===== src/rtl/data_pack.sv =====
// data_pack: packs 7-bit symbols framed by sop/eop into 32-bit words.
// Each word has four 8-bit lanes {valid_flag, symbol[6:0]}; lane 0 holds the
// first symbol of the word, and unused lanes are all-zero.
// A single registered output stage honours backpressure from the word link.
// Optional feature macro: DATA_PACK_ERR_CNT_EN adds the err_cnt port and a
// saturating protocol-error counter.
//
// state | meaning
// IDLE  | no packet open; only a beat with sop_in is accepted as data
// PACK  | packet open; lane_cnt selects the lane for the next symbol
module data_pack #(
  parameter int ERR_CNT_W = 8
) (
  input  logic                 clk,
  input  logic                 rst,
  input  logic                 valid_in,
  input  logic                 sop_in,
  input  logic                 eop_in,
  input  logic [6:0]           data_in,
  output logic                 ready_out,
  output logic                 valid_out,
  output logic                 sop_out,
  output logic                 eop_out,
  output logic [31:0]          data_out,
  input  logic                 ready_in
`ifdef DATA_PACK_ERR_CNT_EN
  ,
  output logic [ERR_CNT_W-1:0] err_cnt
`endif
);

  typedef enum logic {IDLE, PACK} state_t;

  state_t      state, state_nxt;
  logic [1:0]  lane_cnt, lane_nxt;
  logic [23:0] acc, acc_nxt;
  logic        first, first_nxt;
  logic        beat;
  logic        emit, emit_sop, emit_eop;
  logic [31:0] word, merged;
  logic [7:0]  lane_byte;

  // ready_in reaches ready_out combinationally so a held word can drain and
  // be replaced in the same cycle.
  assign ready_out = ~rst & (~valid_out | ready_in);
  assign beat      = valid_in & ready_out;
  assign lane_byte = {1'b1, data_in};
  assign merged    = {8'h00, acc} | ({24'h0, lane_byte} << {lane_cnt, 3'b000});

  // Next-state, lane/accumulator update and word-completion decode.
  always_comb begin
    state_nxt = state;
    lane_nxt  = lane_cnt;
    acc_nxt   = acc;
    first_nxt = first;
    emit      = 1'b0;
    emit_sop  = 1'b0;
    emit_eop  = 1'b0;
    word      = merged;
    if (beat) begin
      if (sop_in) begin
        // A sop always opens a fresh packet; in PACK the partial word is
        // simply overwritten, which discards it.
        if (eop_in) begin
          emit      = 1'b1;
          word      = {24'h0, lane_byte};
          emit_sop  = 1'b1;
          emit_eop  = 1'b1;
          state_nxt = IDLE;
          lane_nxt  = 2'd0;
          acc_nxt   = 24'h0;
          first_nxt = 1'b0;
        end else begin
          state_nxt = PACK;
          lane_nxt  = 2'd1;
          acc_nxt   = {16'h0, lane_byte};
          first_nxt = 1'b1;
        end
      end else if (state == PACK) begin
        if (lane_cnt == 2'd3 || eop_in) begin
          emit      = 1'b1;
          word      = merged;
          emit_sop  = first;
          emit_eop  = eop_in;
          first_nxt = 1'b0;
          lane_nxt  = 2'd0;
          acc_nxt   = 24'h0;
          state_nxt = eop_in ? IDLE : PACK;
        end else begin
          acc_nxt  = merged[23:0];
          lane_nxt = lane_cnt + 2'd1;
        end
      end
    end
  end

  // Packing state registers.
  always_ff @(posedge clk) begin
    if (rst) begin
      state    <= IDLE;
      lane_cnt <= 2'd0;
      acc      <= 24'h0;
      first    <= 1'b0;
    end else begin
      state    <= state_nxt;
      lane_cnt <= lane_nxt;
      acc      <= acc_nxt;
      first    <= first_nxt;
    end
  end

  // Output stage: load a completed word, or clear valid once it drains.
  always_ff @(posedge clk) begin
    if (rst) begin
      valid_out <= 1'b0;
      sop_out   <= 1'b0;
      eop_out   <= 1'b0;
      data_out  <= 32'h0;
    end else if (emit) begin
      valid_out <= 1'b1;
      sop_out   <= emit_sop;
      eop_out   <= emit_eop;
      data_out  <= word;
    end else if (ready_in) begin
      valid_out <= 1'b0;
      sop_out   <= 1'b0;
      eop_out   <= 1'b0;
    end
  end

`ifdef DATA_PACK_ERR_CNT_EN
  logic err_beat;

  // An error is a beat without sop while idle, or a sop inside an open packet.
  assign err_beat = beat & (sop_in ? (state == PACK) : (state == IDLE));

  // Saturating protocol-error counter.
  always_ff @(posedge clk) begin
    if (rst) begin
      err_cnt <= '0;
    end else if (err_beat && (err_cnt != '1)) begin
      err_cnt <= err_cnt + {{(ERR_CNT_W-1){1'b0}}, 1'b1};
    end
  end
`endif

endmodule


===== config.mk =====
export PLATFORM = sky130hd
export DESIGN_NAME = data_pack
export DESIGN_NICKNAME = d
export VERILOG_FILES = /design/src/rtl/data_pack.sv
export SDC_FILE = /design/constraint.sdc
export NUM_CORES = 1
export LEC_CHECK = 0
export CORE_MARGIN = 1.5
export CORE_UTILIZATION = 32
export DETAILED_ROUTE_END_ITERATION = 10
export PLACE_DENSITY = 0.6
export SYNTH_ARGS = -nofsm -noshare
export SYNTH_HDL_FRONTEND = slang
export SYNTH_SLANG_ARGS = --single-unit

===== constraint.sdc =====
create_clock -name clk -period 2.1 [get_ports clk]
set_input_delay 0.63 -clock clk [delete_from_list [all_inputs] [get_ports clk]]
set_output_delay 0.63 -clock clk [all_outputs]
set_load 0.02 [all_outputs]

==> summary.md <==
| Metric | Value |
|---|---|
| R2r setup slk | `0.29 ns` |
| Min cycle time layout | `2.00 ns` |
| CTS root buffer | `clkbuf_8` |
| Avg Cell Area, Syn | `9.63 um^2` |
| Maxcap violations | `0` |
| Global route total overflow | `0` |
| Rel. slew slack | `75.4%` |
| Die ar. | `8150 um^2` |
| Post-synth EDFFs | `0` |
| TNS Setup | `0 ns` |
| CTS tree | `yes` |
| WL/cell | `14.6 um` |
| Pre-CTS WS | `-0.405 ns` |
| GRT Total Usage | `16.3%` |
| Gate Count Post-Synth | `253` |
| Fin worst setup slack | `0.104 ns` |
| Worst setup EP type | `flop` |
| Starting DRT DRC Count | `97` |
| Worst setup SP type | `input pin` |
| Die X | `90.3 um` |
| Clock transition at path regs | `0.07 ns` |
| Initial Util | `33.4%` |
| Via count | `2129` |
| Crit Path Max Fanout | `7` |
| Layout cells sized above 1 | `19.8%` |
| H-tree levels | `3` |
| DR pass1 iterations | `4` |
| Fin. Hold Viols | `0` |
| Pwr dens | `683 nW/um^2` |
| Via-to-Cell Ratio | `4.86` |
| Crit Path Category | `input pin to flop` |
| Final WL | `6390 um` |
| # diodes | `0` |
| Clk_lat worst skew | `0.34 ns` |
| CTS Sinks | `63` |
| DP HPWL | `4350 um` |
| Worst hold path depth | `2` |
| Number of synthesized register bits | `63` |
| Final worst path period share | `95.0%` |
| Hold Path Class | `flop to flop` |
| Worst Path Arrival | `2.27 ns` |
| IO Port Bufs | `48` |
| Gpl congestion | `0.810` |
| Transition time of the tightest slew-check pin | `0.368 ns` |
| Cell depth of the worst flop-to-flop path | `5` |
| VDD IR max | `0.000278 V` |
| Status | `completed` |
| Slew Limit Fails | `0` |
| Cts bufs inserted | `9` |
| Unrepaired setup endpoints after global routing | `no` |
| Worst Path Required | `2.38 ns` |
| Antenna viol nets, final | `0` |
| Clock Path Buffers | `2` |
| Area delta synth->final | `43.2%` |
| Mapped Nets | `270` |
| Most used DFF post-synth | `dfxtp_1` |
| First-pass GRT wire length | `10300 um` |
| Fmax achieved | `0.501 GHz` |
| FP Rows | `31` |
| Count of cell types in the netlist | `38` |
| Final setup viols | `0` |
| LEAKAGE | `1.33 nW` |
| Sequential element share of the synthesized area | `51.7%` |
| Core box area | `7290 um^2` |
| Post-layout nets | `351` |
| Setup Skew | `0.0101 ns` |
| Vias in the first global route | `2114` |
| Initial antenna violation count | `0` |
| Fill cells | `734` |
| I/O Pins | `49` |
| Drt drc | `0` |
| Yosys Warn Count | `0` |
| Async SR Flop Fraction | `0%` |
| Largest net degree at the start of global routing | `23` |
| Cell Area, Synth | `2440 um^2` |
| Die Ht | `90.3 um` |
-- cell families (layout without fill, tap and decap cells) --
kind of cell,count (synthesis),count (layout),share of synthesized area (%)
flip-flops,63,63,51.7
buffers and inverters,20,105,4.11
AO/OA/AOI/OAI,97,97,27.5
adder cells (fa/ha/maj),4,4,2.05
multiplexers,1,1,0.411
AND/OR/NAND/NOR,68,69,14.2
-- layout by cell type, fill, tap and decap left out, types with 2 or more instances in the layout --
cell type         n
a211oi_1          8
a21oi_1          36
a22o_1           14
a22oi_1           7
and2_1            2
buf_12            2
buf_4            33
clkbuf_8          9
clkdlybuf4s50_1  45
clkinv_2          5
clkinvlp_4        2
dfxtp_1          63
dlymetal6s2s_1    2
ha_1              4
inv_1             5
nand2_1          21
nand2_2           2
nor2_1           26
nor2b_1           3
nor3_4            2
nor4b_2           2
o211ai_1          3
o21a_1            2
o21ai_0           6
o2bb2ai_1        13
or3_1             2
or3_4             2
-- synthesized netlist by cell type, types with 5 or more instances --
cell type,instances,area (um^2)
a22oi_1,7,52.6
clkbuf_1,9,33.8
a21oi_1,36,180
nor2_1,26,97.6
o21ai_0,6,30.0
dfxtp_1,63,1260
a22o_1,14,123
nand2_1,22,82.6
a211oi_1,8,60.1
o2bb2ai_1,14,123
inv_1,5,18.8
-- area by class of cell --
class	instances	area, um^2	share of cell area [%]
Clock buffer	9	124	3.55
Clock inverter	7	40.0	1.15
Tap cell	99	124	3.55
Timing Repair Buffer	84	803	23.0
Inverter	5	18.8	0.538
Sequential cell	63	1260	36.1
Multi-Input combinational cell	171	1120	32.1
-- per-stage QoR --
step / hold WS [ns] / power (mW) / area [um^2] / instances / util (%)
after detailed placement: 0.447 / 1.51 / 3220 / 416 / 44.1
after global placement: 0.444 / 1.51 / 3220 / 416 / 44.1
after global routing: 0.483 / 2.50 / 3490 / 438 / 47.9
final: 0.463 / 2.38 / 3490 / 438 / 47.9
after CTS: 0.465 / 2.40 / 3380 / 432 / 46.3
after floorplan: 0.432 / 1.38 / 2440 / 253 / -
-- worst paths after layout --
path / end / start
worst max-delay path: acc[3]$_SDFFE_PP0P_ / sop_in
worst min-delay path: sop_out$_SDFFE_PP0P_ / sop_out$_SDFFE_PP0P_
worst max register to register: data_out[26]$_SDFFE_PP0P_ / lane_cnt[0]$_SDFFE_PP0P_
worst min register to register: sop_out$_SDFFE_PP0P_ / sop_out$_SDFFE_PP0P_
-- power breakdown --
group | switching [mW] | leakage (nW) | internal, mW
Sequential | 0.0131 | 0.510 | 1.22
Combinational | 0.145 | 0.740 | 0.126
Clock | 0.466 | 0.0846 | 0.416
-- routing by layer --
layer | vias to the layer above | part of all wire [%] | routed length (um) | GRT usage (%)
met5 | - | 0 | 0 | 0
li1 | 1085 | - | - | -
met1 | 985 | 49 | 3140 | 22.0
met3 | 14 | 3.7 | 236 | 4.12
met2 | 45 | 45 | 2860 | 24.1
met4 | 0 | 2.4 | 155 | 8.20
-- repair_timing --
action / 4_1_cts / 5_1_grt
buffers inserted: 0 / 4
pin swaps: 0 / 5
gates resized for setup: 5 / 13
endpoints found under the setup margin: 1 / 43
hold buffers: 0 / 0
cloned: 0 / 2
-- sequential cells by signal (all words and copies together), names as in the netlist --
register / flops
sop_out: 1
lane_cnt: 2
state: 1
valid_out: 1
eop_out: 1
acc: 24
first: 1
data_out: 32
-- worst max-delay path: stages --
cell	delay (ns)
clkdlybuf4s50_1	0.55
nor2_2	0.11
or3_4	0.44
nor3_4	0.35
a22o_1	0.19
(Power assumes the default switching activity.)
